===== config.mk =====
export PLATFORM = sky130hd
export DESIGN_NAME = neopix_rx
export DESIGN_NICKNAME = d
export VERILOG_FILES = /design/src/rtl/neopix_pkg.sv /design/src/rtl/neopix_rx_pulse_meas.sv /design/src/rtl/neopix_rx.sv
export SDC_FILE = /design/constraint.sdc
export NUM_CORES = 1
export LEC_CHECK = 0
export ABC_AREA = 1
export CAP_MARGIN = 20
export CORE_AREA = 2 2 93 95
export CTS_CLUSTER_SIZE = 25
export DETAILED_ROUTE_END_ITERATION = 8
export DIE_AREA = 0 0 95 97
export DONT_BUFFER_PORTS = 1
export GPL_TIMING_DRIVEN = 0
export PLACE_DENSITY = 0.86
export SLEW_MARGIN = 20
export SYNTH_ARGS = -nofsm -noshare
export SYNTH_HDL_FRONTEND = slang
export SYNTH_SLANG_ARGS = --single-unit
export TNS_END_PERCENT = 10

===== constraint.sdc =====
create_clock -name CLK -period 2.3 [get_ports CLK]
set_input_delay 0.69 -clock CLK [delete_from_list [all_inputs] [get_ports CLK]]
set_output_delay 0.69 -clock CLK [all_outputs]
set_load 0.03 [all_outputs]

===== src/rtl/neopix_pkg.sv =====
// Shared definitions for the WS2812-style bitstream receiver.
// Timing helpers convert nanosecond thresholds into system-clock counts.
package neopix_pkg;

    localparam int PIXEL_W      = 24;
    localparam int T0H_NS       = 400;
    localparam int T1H_NS       = 800;
    localparam int PERIOD_NS    = 1250;
    localparam int LATCH_DEF_NS = 50000;

    typedef enum logic [1:0] {
        ARM  = 2'd0,
        IDLE = 2'd1,
        HIGH = 2'd2,
        LOW  = 2'd3
    } rx_state_e;

    // Clock count for a duration, truncated; sys_clk is rounded down to whole MHz first.
    function automatic int ns_to_clk(input int sys_clk, input int ns);
        return (sys_clk / 1000000) * ns / 1000;
    endfunction

endpackage


===== src/rtl/neopix_rx_pulse_meas.sv =====
// Input synchroniser, edge detection and saturating high/low width counters.
// fall_w_s is the total high width (in clocks) of the pulse ending on fall_s.
module pulse_meas #(
    parameter int HMAX = 50,
    parameter int LMAX = 2500,
    parameter int HW   = 6,
    parameter int LW   = 12
) (
    input  logic          clk,
    input  logic          rst_n,
    input  logic          din,
    output logic          rise_s,
    output logic          fall_s,
    output logic [HW-1:0] fall_w_s,
    output logic          latch_hit_s
);

    localparam logic [HW-1:0] HMAX_C = HW'(HMAX);
    localparam logic [LW-1:0] LMAX_C = LW'(LMAX);

    logic          sync1_r;
    logic          sync2_r;
    logic          dly_r;
    logic [HW-1:0] hcnt_r;
    logic [LW-1:0] lcnt_r;

    // Two-flop synchroniser plus delay flop for edge detection.
    always_ff @(posedge clk or negedge rst_n) begin
        if (!rst_n) begin
            sync1_r <= 1'b0;
            sync2_r <= 1'b0;
            dly_r   <= 1'b0;
        end else begin
            sync1_r <= din;
            sync2_r <= sync1_r;
            dly_r   <= sync2_r;
        end
    end

    assign rise_s = sync2_r & ~dly_r;
    assign fall_s = ~sync2_r & dly_r;

    // High counter restarts on rise, low counter on fall; both saturate.
    always_ff @(posedge clk or negedge rst_n) begin
        if (!rst_n) begin
            hcnt_r <= '0;
            lcnt_r <= '0;
        end else begin
            if (rise_s) begin
                hcnt_r <= '0;
            end else if (sync2_r && (hcnt_r != HMAX_C)) begin
                hcnt_r <= hcnt_r + 1'b1;
            end else begin
                hcnt_r <= hcnt_r;
            end
            if (fall_s) begin
                lcnt_r <= '0;
            end else if (!sync2_r && (lcnt_r != LMAX_C)) begin
                lcnt_r <= lcnt_r + 1'b1;
            end else begin
                lcnt_r <= lcnt_r;
            end
        end
    end

    assign fall_w_s    = hcnt_r + 1'b1;
    assign latch_hit_s = (lcnt_r == LMAX_C);

endmodule


===== src/rtl/neopix_rx.sv =====
// Decodes a WS2812-style single-wire bitstream into 24-bit pixels and frame-latch events.
// Used as a loopback checker / strip monitor next to the strip controllers.
module neopix_rx
    import neopix_pkg::*;
#(
    parameter int NUM_LEDS     = 256,
    parameter int SYSTEM_CLOCK = 50000000,
    parameter int MIN_HIGH_NS  = 150,
    parameter int THRESH_NS    = 600,
    parameter int MAX_HIGH_NS  = 1000,
    parameter int LATCH_NS     = 50000,
    localparam int IDX_W       = $clog2(NUM_LEDS)
) (
    input  logic                 CLK,
    input  logic                 RESET_N,
    input  logic                 DIN,
    output logic [PIXEL_W-1:0]   PIX_DATA,
    output logic                 PIX_VALID,
    output logic [IDX_W-1:0]     PIX_INDEX,
    output logic                 FRAME_DONE,
    output logic [IDX_W:0]       FRAME_LEN,
    output logic                 FRAME_ERR,
    output logic                 BUSY
);

    localparam int MIN_CLK    = ns_to_clk(SYSTEM_CLOCK, MIN_HIGH_NS);
    localparam int THRESH_CLK = ns_to_clk(SYSTEM_CLOCK, THRESH_NS);
    localparam int MAX_CLK    = ns_to_clk(SYSTEM_CLOCK, MAX_HIGH_NS);
    localparam int LATCH_CLK  = ns_to_clk(SYSTEM_CLOCK, LATCH_NS);
    localparam int HW         = $clog2(MAX_CLK + 2);
    localparam int LW         = $clog2(LATCH_CLK + 1);

    localparam logic [HW-1:0]  MIN_W      = HW'(MIN_CLK);
    localparam logic [HW-1:0]  THRESH_W   = HW'(THRESH_CLK);
    localparam logic [HW-1:0]  MAX_W      = HW'(MAX_CLK);
    localparam logic [IDX_W:0] NUM_LEDS_C = (IDX_W + 1)'(NUM_LEDS);
    localparam logic [4:0]     LAST_BIT   = 5'(PIXEL_W - 1);

    logic          rise_s;
    logic          fall_s;
    logic [HW-1:0] fall_w_s;
    logic          latch_hit_s;
    logic          bad_s;
    logic          bit_s;
    logic          room_s;

    rx_state_e            state_r;
    logic [PIXEL_W-2:0]   shift_r;
    logic [4:0]           bcnt_r;
    logic [IDX_W:0]       pcnt_r;
    logic                 err_r;
    logic                 rise_pend_r;
    logic [PIXEL_W-1:0]   pix_data_r;
    logic                 pix_valid_r;
    logic [IDX_W-1:0]     pix_index_r;
    logic                 frame_done_r;
    logic [IDX_W:0]       frame_len_r;
    logic                 frame_err_r;
    logic                 busy_r;

    pulse_meas #(
        .HMAX (MAX_CLK),
        .LMAX (LATCH_CLK),
        .HW   (HW),
        .LW   (LW)
    ) u_meas (
        .clk         (CLK),
        .rst_n       (RESET_N),
        .din         (DIN),
        .rise_s      (rise_s),
        .fall_s      (fall_s),
        .fall_w_s    (fall_w_s),
        .latch_hit_s (latch_hit_s)
    );

    assign bad_s  = (fall_w_s < MIN_W) | (fall_w_s >= MAX_W);
    assign bit_s  = (fall_w_s >= THRESH_W);
    assign room_s = (pcnt_r < NUM_LEDS_C);

    // Frame state machine with pixel assembly and registered strobes.
    always_ff @(posedge CLK or negedge RESET_N) begin
        if (!RESET_N) begin
            state_r      <= ARM;
            shift_r      <= '0;
            bcnt_r       <= 5'd0;
            pcnt_r       <= '0;
            err_r        <= 1'b0;
            rise_pend_r  <= 1'b0;
            pix_data_r   <= '0;
            pix_valid_r  <= 1'b0;
            pix_index_r  <= '0;
            frame_done_r <= 1'b0;
            frame_len_r  <= '0;
            frame_err_r  <= 1'b0;
            busy_r       <= 1'b0;
        end else begin
            pix_valid_r  <= 1'b0;
            frame_done_r <= 1'b0;
            case (state_r)
                ARM: begin
                    if (latch_hit_s) begin
                        state_r <= IDLE;
                    end else begin
                        state_r <= ARM;
                    end
                end
                IDLE: begin
                    if (rise_s || rise_pend_r) begin
                        state_r     <= HIGH;
                        busy_r      <= 1'b1;
                        rise_pend_r <= 1'b0;
                    end else begin
                        state_r <= IDLE;
                    end
                end
                HIGH: begin
                    if (fall_s) begin
                        state_r <= LOW;
                        if (bad_s) begin
                            err_r <= 1'b1;
                        end else if (bcnt_r == LAST_BIT) begin
                            pix_data_r <= {shift_r, bit_s};
                            bcnt_r     <= 5'd0;
                            if (room_s) begin
                                pix_valid_r <= 1'b1;
                                pix_index_r <= pcnt_r[IDX_W-1:0];
                                pcnt_r      <= pcnt_r + 1'b1;
                            end else begin
                                err_r <= 1'b1;
                            end
                        end else begin
                            shift_r <= {shift_r[PIXEL_W-3:0], bit_s};
                            bcnt_r  <= bcnt_r + 5'd1;
                        end
                    end else begin
                        state_r <= HIGH;
                    end
                end
                LOW: begin
                    // Latch takes priority; a coincident rise is replayed from IDLE.
                    if (latch_hit_s) begin
                        frame_done_r <= 1'b1;
                        frame_len_r  <= pcnt_r;
                        frame_err_r  <= err_r | (bcnt_r != 5'd0);
                        pcnt_r       <= '0;
                        bcnt_r       <= 5'd0;
                        err_r        <= 1'b0;
                        busy_r       <= 1'b0;
                        rise_pend_r  <= rise_s;
                        state_r      <= IDLE;
                    end else if (rise_s) begin
                        state_r <= HIGH;
                    end else begin
                        state_r <= LOW;
                    end
                end
                default: begin
                    state_r <= ARM;
                end
            endcase
        end
    end

    assign PIX_DATA   = pix_data_r;
    assign PIX_VALID  = pix_valid_r;
    assign PIX_INDEX  = pix_index_r;
    assign FRAME_DONE = frame_done_r;
    assign FRAME_LEN  = frame_len_r;
    assign FRAME_ERR  = frame_err_r;
    assign BUSY       = busy_r;

endmodule


# ---- Word level (Yosys, flattened, before mapping)
# Index checks and enable logic that the tools add are counted.
dict set report totals {
  in_bits 3
  out_inout_bits 45
  regBits 107
}
dict set report op_classes {
  magnitude_cmp 4
  n_eq_ne 15
  n_bitwise 8
  add_sub_neg 4
  muxes 39
  reduce_logical 18
}
# cell count
set ops {}
lappend ops {{9-bit 2-to-1 mux} 5}
lappend ops {{12-bit 2-to-1 mux} 2}
lappend ops {{5-bit 2-to-1 mux} 4}
lappend ops {{1-bit 2-to-1 mux} 18}
lappend ops {{9-bit one-hot mux with 2 select lines} 1}
lappend ops {{12-bit by 1-bit adder with 12-bit output, second input constant} 1}
lappend ops {{12-bit == test, second input constant} 1}
lappend ops {{6-bit 2-to-1 mux} 2}
lappend ops {{12-bit inequality test, second input constant} 1}
lappend ops {{2-bit inequality test, second input constant} 6}
lappend ops {{4-bit AND reduction} 3}
lappend ops {{5-bit one-hot mux with 2 select lines} 1}
lappend ops {{5-bit AND reduction} 2}
lappend ops {{9-bit by 1-bit adder with 9-bit output, second input constant} 1}
lappend ops {{9-bit < comparator, second input constant} 1}
lappend ops {{2-bit one-hot mux with 4 select lines} 1}
lappend ops {{2-bit nonzero test} 4}
lappend ops {{6-bit by 1-bit adder with 6-bit output, second input constant} 1}
lappend ops {{6-bit by 5-bit >= comparator with 1-bit output, second input constant} 1}
lappend ops {{6-bit >= comparator, second input constant} 1}
lappend ops {{6-bit by 3-bit < comparator with 1-bit output, second input constant} 1}
lappend ops {{3-bit inequality test, second input constant} 2}
lappend ops {{6-bit inequality test, second input constant} 1}
lappend ops {{1-bit one-hot mux with 2 select lines} 3}
lappend ops {{other kinds (16)} 24}

# ---- Longest topological paths before layout
# Gate-level depths: netlist of run 1.
dict set report logic_depth {
  ltp_word 6
  depth_mapped 14
  ltp_nobuf 13
}

# ---- Modules after synthesis
# From an unflattened synthesis of run 1, not the netlist that was laid out.
dict set report unflattened {
  cells_unflattened 578
  area_unflattened_um2 5004.8
}
# module n_inst area_each_um2 cells_per_inst seq_area_each_um2
set by_module_without_submodules {}
lappend by_module_without_submodules {neopix_rx 1 3782.4 412 2152.1}
lappend by_module_without_submodules {pulse_meas 1 1222.4 166 525.5}

# ---- Worst setup path before layout of run 1
# OpenSTA, ideal clock, no wires.
dict set report synth_path {
  path_kind {register to register}
  start {register u_meas.hcnt_r[0]}
  end {register pix_data_r[0] (netlist: PIX_DATA[0])}
  t_arrival_ns 1.793
  slack_ns 0.384
  n_path_buf 2
  required_ns 2.177
  path_stages_with_launch 14
  setup_ns 0.123
  path_cell_list {dfrtp_1 > inv_2 > ha_1 > nand2_1 > a21oi_1 > nand2_1 > nand3_2 > nand2_4 > nor2_8 > nand2_4 > buf_6 > buf_8 > nand2_2 > o21ai_2}
}
dict set report synth_via {
  elab_chain_cells 5
  word_cells_on_any_way 7
}
# item line_no
set synth_lines {}
lappend synth_lines {{start, declared} neopix_rx_pulse_meas.sv:24} ;# logic [HW-1:0] hcnt_r;
lappend synth_lines {{start signal, assigned} neopix_rx_pulse_meas.sv:52} ;# hcnt_r <= hcnt_r + 1'b1;
lappend synth_lines {{start signal, assigned} neopix_rx_pulse_meas.sv:54} ;# hcnt_r <= hcnt_r;
lappend synth_lines {{6-bit by 1-bit adder with 6-bit output *} neopix_rx_pulse_meas.sv:66} ;# assign fall_w_s = hcnt_r + 1'b1;
lappend synth_lines {{6-bit by 3-bit < comparator with 1-bit output or 6-bit >= comparator (tied branches)} neopix_rx.sv:76} ;# assign bad_s = (fall_w_s < MIN_W) | (fall_w_s >= MAX_W);
lappend synth_lines {{1-bit bitwise OR} neopix_rx.sv:76}
lappend synth_lines {{1-bit inverter (no source line)} n/a}
lappend synth_lines {{4-bit AND reduction (no source line)} n/a}
lappend synth_lines {{end signal, assigned} neopix_rx.sv:122} ;# pix_data_r <= {shift_r, bit_s};
lappend synth_lines {{end, declared} neopix_rx.sv:53} ;# logic [PIXEL_W-1:0] pix_data_r;
# Mark *: on every way between the ends. The rest lies on a longest branch, timed or not.
# A chain may end at the register's enable or synchronous reset.

# ---- Worst setup path after layout of run 1
dict set report layout_path {
  start {register u_meas.hcnt_r[0]}
  end {register pix_index_r[6] (netlist: PIX_INDEX[6])}
}
dict set report layout_via {
  elab_chain_cells 5
  word_cells_on_any_way 6
}
# item line_no
set layout_lines {}
lappend layout_lines {{6-bit by 1-bit adder with 6-bit output *} neopix_rx_pulse_meas.sv:66}
lappend layout_lines {{6-bit by 3-bit < comparator with 1-bit output or 6-bit >= comparator (tied branches)} neopix_rx.sv:76}
lappend layout_lines {{1-bit bitwise OR *} neopix_rx.sv:76}
lappend layout_lines {{1-bit inverter (no source line) *} n/a}
lappend layout_lines {{5-bit AND reduction (no source line) *} n/a}
lappend layout_lines {{end signal, assigned} neopix_rx.sv:126} ;# pix_index_r <= pcnt_r[IDX_W-1:0];
lappend layout_lines {{end, declared} neopix_rx.sv:55} ;# logic [IDX_W-1:0] pix_index_r;
# Marks and branches as above.

==> results of run 1 <==
==> cells in the final DEF, fill, tap and decap left out, drive strengths merged, types with 3 or more instances in the layout <==
| cell | instances |
|---|---|
| clkbuf | 14 |
| nor2 | 39 |
| buf | 15 |
| a21oi | 10 |
| ha | 9 |
| dfrtp | 107 |
| nand4 | 19 |
| nor4 | 7 |
| xor2 | 8 |
| nor3 | 9 |
| clkinv | 3 |
| nand3 | 25 |
| inv | 80 |
| o21ai | 84 |
| nand2 | 142 |
| o22ai | 5 |
==> repair_timing <==
item | 4_1_cts | 5_1_grt
endpoints found under the hold margin | 46 | 61
buffers inserted | 0 | 0
endpoints found under the setup margin | 0 | 7
hold buffers | 1 | 1
resized for setup | 0 | 1
==> how the worst max path moves through the flow <==
stage / slack [ns] / end / cells past startpoint
after floorplan: 0.38 / PIX_DATA[0]$_DFFE_PN0P_ / 13
after global placement: 0.22 / PIX_INDEX[6]$_DFFE_PN0P_ / 12
after detailed placement: 0.13 / PIX_INDEX[6]$_DFFE_PN0P_ / 12
after CTS: 0.10 / pcnt_r[5]$_DFFE_PN0P_ / 10
after global routing: 0.009 / PIX_INDEX[6]$_DFFE_PN0P_ / 12
final: 0.13 / PIX_INDEX[6]$_DFFE_PN0P_ / 12
==> metal layers <==
layer / global-route usage / vias to the layer above / routed length (µm)
li1: - / 1865 / -
met1: 0.2866 / 1861 / 4427
met2: 0.3868 / 77 / 5067
met3: 0.04595 / 11 / 404
met4: 0.06466 / 0 / 112
met5: 0 / - / 0
==> logic make-up after synthesis <==
group / after synthesis
buffers and inverters: 95
DFF: 107
AOI/OAI and AO/OA: 103
and+or+nand+nor: 244
xor gates and xnor gates: 9
adders and majority gates: 9
==> critical path: stages (launching register included) <==
cell	delay (ns)
dfrtp_1	0.50
inv_2	0.11
ha_1	0.34
nand2_1	0.07
a21oi_1	0.12
nand2_1	0.08
nand3_2	0.09
nand2_4	0.09
nor2_8	0.15
nand3_4	0.14
buf_2	0.23
nand2_1	0.08
o21ai_1	0.06
==> report_power, final <==
part	internal, W	leakage [nW]	switching [W]
combinational	0.0000519	0.908	0.000126
sequential	0.00191	1.48	0.0000290
clock	0.000467	0.0976	0.000657
==> stage by stage <==
| step | hold WS, ns | total power (W) | util |
|---|---|---|---|
| 3_3_place_gp | 0.3392 | 0.002095 | 0.6416 |
| 5_1_grt | 0.1498 | 0.003364 | 0.6730 |
| 4_1_cts | 0.001354 | 0.003219 | 0.6691 |
| 2_1_floorplan | 0.3312 | 0.002069 | - |
| 3_5_place_dp | 0.3470 | 0.002103 | 0.6416 |
| 6_report | 0.1550 | 0.003236 | 0.6730 |
==> cell type report <==
cell class	instances	area (µm²)	share of cell area
plain buffers	16	116.4	0.02126
clock buffers	11	151.4	0.02766
clock inverters	5	45.04	0.008229
inverters	79	296.5	0.05417
multi-input cells	365	2001	0.3655
flip-flops and latches	107	2678	0.4891
well taps	105	131.4	0.02400
repair buffers	2	55.05	0.01006
==> state kept, by name, summed over array words and instances, names as in the netlist, 2 cells and up <==
signal         count
PIX_DATA          24
u_meas.lcnt_r     12
bcnt_r             5
FRAME_LEN          9
pcnt_r             9
PIX_INDEX          8
u_meas.hcnt_r      6
shift_r           23
state_r            2
==> impl_metrics.env, run 1 <==
export IMPL_outcome="complete, no violations"
export IMPL_vias=3814
export IMPL_clk_latency_ns=0.38
export IMPL_syn_inst=567
export IMPL_worstMarginPinSlew_ns=0.6879
export IMPL_fin_cells=690
export IMPL_synth_top_area_frac=0.5263
export IMPL_io_pins=48
export IMPL_synth_seq_cells=107
export IMPL_clock_root_buffer="clkbuf_8"
export IMPL_die_y_um=97
export IMPL_numCtsBuffers=9
export IMPL_setup_viol=0
export IMPL_fill_cells=639
export IMPL_slew_headroom=0.5379
export IMPL_crit_type="flip-flop to flip-flop"
export IMPL_synthDistinctLibCells=39
export IMPL_end_kind="flip-flop"
export IMPL_grt_overflow_total=0
export IMPL_drtAntennaViolNets=0
export IMPL_syn_area_um2=5087
export IMPL_nNetsFinal=592
export IMPL_cp_startpoint="u_meas.hcnt_r[0]$_DFFE_PN0P_"
export IMPL_layout_drive_gt1_share=0.1624
export IMPL_final_cell_area_um2=5474
export IMPL_path_clk_slew_ns=0.10
export IMPL_hold_viol=0
export IMPL_synth_xor_area_frac=0.01549
export IMPL_synth_top_family_by_area="simple AND/OR/NAND/NOR gates"
export IMPL_portBuffers=0
export IMPL_drt_pass1_iterations=4
export IMPL_min_period_ns=2.172
export IMPL_place_ws_ns=0.1251
export IMPL_yosys_area_top_type="dfrtp_1"
export IMPL_wl_per_cell_um=14.51
export IMPL_place_hpwl_um=7008
export IMPL_antenna_cells=0
export IMPL_peakVddDrop_mv=0.3886
export IMPL_setup_worst_path_start_class="flip-flop"
export IMPL_grt_usage=0.2255
export IMPL_skew_ns=0.01677
export IMPL_rsz0062_at_grt="false"
export IMPL_totalWireLength_um=10010
export IMPL_finalCritPeriodShare=0.9443
export IMPL_rr_startpoint="u_meas.hcnt_r[0]$_DFFE_PN0P_"
export IMPL_ff2ff_setup_slack_ns=0.13
export IMPL_grt_max_degree=63
export IMPL_leakagePower_nw=2.488
export IMPL_drv_cap=0
export IMPL_muxShareOfSynthArea=0
export IMPL_arrival_ns=2.44
export IMPL_ys_flop_type="dfrtp_1"
export IMPL_synth_compound_area_share=0.1227
export IMPL_crit_fanout=10
export IMPL_drv_slew=0
export IMPL_syn_avg_cell_area_um2=8.972
export IMPL_crit_required_ns=2.57
export IMPL_route_detailed_drc=0
export IMPL_synth_edff_count=0
export IMPL_reg2reg_to="PIX_INDEX[6]$_DFFE_PN0P_"
export IMPL_via_per_inst=5.528
export IMPL_max_freq_ghz=0.4604
export IMPL_synth_common_cells="120 x nand2_1, 107 x dfrtp_1, 73 x inv_1"
export IMPL_fin_setup_tns_ns=0
export IMPL_placed_area_um2=5219
export IMPL_die_w_um=95
export IMPL_seq_area_frac_synth=0.5263
export IMPL_area_growth_synth_to_final_pct=7.600
export IMPL_layout_setup_ws_ns=0.1281
export IMPL_r2r_cells=12
export IMPL_power_density_nw_per_um2=591.2
export IMPL_grt_pass1_wl_um=16720
export IMPL_synth_nets=579
export IMPL_place_inst=672
export IMPL_yosys_warnings=0
export IMPL_hold_class="input pin to asynchronous set/reset pin"
export IMPL_synthAdderAreaFrac=0.02213
export IMPL_cts_tree="done"
export IMPL_dr_first_iter_drc_count=205
export IMPL_synth_simple_area_share=0.2322
export IMPL_yosysMostFrequentCell="nand2_1"
export IMPL_synthTopCellsByArea="dfrtp_1 53%, nand2_1 8.9%, inv_1 5.4%"
export IMPL_fp_dieArea_um2=9215
export IMPL_initial_core_util=0.6254
export IMPL_num_rows=33
export IMPL_cts_max_level=3
export IMPL_grt_pass1_vias=3723
export IMPL_synthArstFlopShare=1.000
export IMPL_core_area_um2=8134
export IMPL_routabilityCongestion=0.8642
export IMPL_antenna_found_initial=0
export IMPL_clockBufferDepth=2
export IMPL_cts_sinks=107
Power figures use the tool's default switching activity.
==> run 2, diff against run 1 <==
--- a/config.mk
+++ b/config.mk
@@ -7,15 +7,17 @@
 export LEC_CHECK = 0
 export ABC_AREA = 1
 export CAP_MARGIN = 20
-export CORE_AREA = 2 2 93 95
+export CORE_AREA = 2 2 145 147
 export CTS_CLUSTER_SIZE = 25
 export DETAILED_ROUTE_END_ITERATION = 8
-export DIE_AREA = 0 0 95 97
+export DIE_AREA = 0 0 147 149
 export DONT_BUFFER_PORTS = 1
 export GPL_TIMING_DRIVEN = 0
-export PLACE_DENSITY = 0.86
+export PLACE_DENSITY = 0.46
+export RECOVER_POWER = 50
 export SLEW_MARGIN = 20
 export SYNTH_ARGS = -nofsm -noshare
 export SYNTH_HDL_FRONTEND = slang
+export SYNTH_HIERARCHICAL = 1
 export SYNTH_SLANG_ARGS = --single-unit
 export TNS_END_PERCENT = 10
==> run 2 against run 1 <==
Sequential power barely moved. Register-to-register slack improved by 0.06 ns. Routed wire length rose by 7.7%. Synthesized cell count rose by 1.9%. Critical path type unchanged.
==> impl_metrics.env, run 2 <==
export IMPL_syn_avg_cell_area_um2=8.659
export IMPL_yosysMostFrequentCell="nand2_1"
export IMPL_leakagePower_nw=2.614
export IMPL_holdWs_ns=0.02420
export IMPL_cts_hold_buf=0
export IMPL_outcome="complete, no violations"
export IMPL_area_growth_synth_to_final_pct=12.77
export IMPL_path_clk_slew_ns=0.07
export IMPL_core_area_um2=20560
export IMPL_cts_max_level=3
export IMPL_num_rows=53
export IMPL_crit_type="flip-flop to flip-flop"
export IMPL_end_kind="flip-flop"
export IMPL_routabilityCongestion=0.8039
export IMPL_synthDistinctLibCells=31
export IMPL_mostFrequentLayoutCells="171 x nand2_1, 107 x dfrtp_1, 72 x inv_1"
export IMPL_antenna_cells=0
export IMPL_ys_flop_type="dfrtp_1"
export IMPL_dr_first_iter_drc_count=191
export IMPL_cts_sinks=107
export IMPL_syn_area_um2=5005
export IMPL_setup_worst_path_start_class="flip-flop"
export IMPL_cpMostUsedCell="nand3_1"
export IMPL_min_period_ns=2.112
export IMPL_drv_cap=0
export IMPL_seq_area_frac_synth=0.5350
export IMPL_synth_nets=588
export IMPL_fin_util=0.2746
export IMPL_fp_dieArea_um2=21900
export IMPL_die_w_um=147
export IMPL_synth_common_cells="169 x nand2_1, 107 x dfrtp_1, 71 x inv_1"
export IMPL_synth_edff_count=0
export IMPL_via_per_inst=4.296
export IMPL_multi_input_area_um2=1926
export IMPL_peakVddDrop_mv=0.3634
export IMPL_synthTopCellsByArea="dfrtp_1 54%, nand2_1 13%, inv_1 5.3%"
export IMPL_grt_overflow_total=0
export IMPL_cts_resized=0
export IMPL_cpPeakStageDelay_ns=0.42
export IMPL_synth_top_area_frac=0.5350
export IMPL_clock_root_buffer="clkbuf_16"
export IMPL_place_hpwl_um=7535
export IMPL_synth_seq_cells=107
export IMPL_skew_ns=0.005266
export IMPL_clockBufferDepth=2
export IMPL_yosys_area_top_type="dfrtp_1"
export IMPL_grt_max_degree=108
export IMPL_max_freq_ghz=0.4735
export IMPL_portBuffers=0
export IMPL_worstMarginPinSlew_ns=0.5250
export IMPL_grt_pass1_wl_um=18490
export IMPL_fill_cells=2226
export IMPL_crit_fanout=10
export IMPL_clk_latency_ns=0.35
export IMPL_crit_chain="ha_2, nand3_1, xor2_1, inv_1, nor2_1, nand3_1, nand2_4, nor2_8, nand2_2, buf_2, nand2_1, o21ai_1"
export IMPL_final_common_cell="nand2_1"
export IMPL_register_area_um2=2678
export IMPL_finalCritPeriodShare=0.9183
export IMPL_syn_inst=578
export IMPL_drt_pass1_iterations=4
export IMPL_largest_reg_flops=24
export IMPL_cp_slowest_cell="dfrtp_1"
export IMPL_drv_slew=0
export IMPL_post_cts_buffers=0
export IMPL_path_buf_inv=2
export IMPL_crit_required_ns=2.59
export IMPL_place_inst=853
export IMPL_nNetsFinal=599
export IMPL_arrival_ns=2.40
export IMPL_wl_per_cell_um=12.41
export IMPL_grt_pass1_vias=3712
export IMPL_hold_viol=0
export IMPL_vias=3733
export IMPL_slew_headroom=0.6500
export IMPL_power_density_nw_per_um2=621.2
export IMPL_hold_class="input pin to asynchronous set/reset pin"
export IMPL_yosys_warnings=6
export IMPL_totalWireLength_um=10790
export IMPL_layout_drive_gt1_share=0.1212
export IMPL_antenna_found_initial=0
export IMPL_setup_viol=0
export IMPL_route_detailed_drc=0
export IMPL_synthArstFlopShare=1.000
export IMPL_grt_usage=0.1038
export IMPL_initial_core_util=0.2435
export IMPL_cts_tree="done"
export IMPL_path_delay_family="simple AND/OR/NAND/NOR gates"
export IMPL_fin_cells=869
export IMPL_io_pins=48
export IMPL_die_y_um=149
export IMPL_drtAntennaViolNets=0
export IMPL_numCtsBuffers=9
==> run 2: changes by cell type after synthesis, sizes merged, moves of 4 or more <==
cell / previous run / this run
o21ai: 84 / 80
nand2: 142 / 181
nor4: 7 / 0
o22ai: 5 / 0
a21oi: 10 / 5
nor3: 9 / 4
==> run 2: worst paths after layout <==
kind                                               from  slack, ns                        to  depth (start not counted)
setup reg to reg           u_meas/hcnt_r[1]$_DFFE_PN0P_       0.19  PIX_INDEX[7]$_DFFE_PN0P_                         12
hold / removal                                  RESET_N       0.02   PIX_DATA[6]$_DFFE_PN0P_                          0
max in group asynchronous                       RESET_N       2.05   shift_r[21]$_DFFE_PN0P_                          0
hold reg to reg                u_meas/sync1_r$_DFF_PN0_       0.36  u_meas/sync2_r$_DFF_PN0_                          0
min in group CLK               u_meas/sync1_r$_DFF_PN0_       0.36  u_meas/sync2_r$_DFF_PN0_                          0
setup / recovery           u_meas/hcnt_r[1]$_DFFE_PN0P_       0.19  PIX_INDEX[7]$_DFFE_PN0P_                         12
==> run 2: final cells by class <==
class | count | area share
flip-flops and latches | 107 | 0.4744
multi-input cells | 378 | 0.3412
well taps | 275 | 0.06096
inverters | 79 | 0.05387
clock buffers | 10 | 0.04057
plain buffers | 14 | 0.01995
clock inverters | 6 | 0.009089
==> run 2: where the power goes <==
group | internal (W) | leakage (nW) | total [W] | switching [W]
sequential | 0.00190 | 1.48 | 0.00193 | 0.0000279
combinational | 0.0000369 | 1.00 | 0.000108 | 0.0000716
clock | 0.000746 | 0.127 | 0.00147 | 0.000722
total | 0.00269 | 2.61 | 0.00351 | 0.000821
==> run 2: cell families (layout without fill, tap and decap cells) <==
family | Yosys count | after routing | synth area share
and+or+nand+nor | 271 | 271 | 0.2372
DFF | 107 | 107 | 0.5350
xor gates and xnor gates | 10 | 10 | 0.01750
adders and majority gates | 7 | 7 | 0.01750
buffers and inverters | 93 | 109 | 0.08325
AOI/OAI and AO/OA | 90 | 90 | 0.1095
==> run 2: routing by layer <==
layer | vias up | part of all wire | global-route usage
li1 | 1874 | - | -
met1 | 1779 | 0.47 | 0.1328
met2 | 70 | 0.46 | 0.1683
met3 | 10 | 0.063 | 0.03792
met4 | 0 | 0.010 | 0.02452
met5 | - | 0 | 0
==> run 2: stage by stage <==
step	power [W]	TNS (ns)	setup slack (ns)	cell area, µm²
6_report	0.003506	0	0.1879	5644
5_1_grt	0.003666	-0.009148	-0.006915	5644
4_1_cts	0.003573	0	0.1638	5629
3_5_place_dp	0.002075	0	0.1944	5349
3_3_place_gp	0.002072	0	0.1798	5349
2_1_floorplan	0.002047	0	0.4348	5005
==> run 3, diff against run 2 <==
--- a/config.mk
+++ b/config.mk
@@ -12,6 +12,7 @@
 export DETAILED_ROUTE_END_ITERATION = 8
 export DIE_AREA = 0 0 147 149
 export DONT_BUFFER_PORTS = 1
+export GPL_ROUTABILITY_DRIVEN = 0
 export GPL_TIMING_DRIVEN = 0
 export PLACE_DENSITY = 0.46
 export RECOVER_POWER = 50
==> results of run 3 <==
The final DEF is identical to that of run 2; final timing and power are the same.
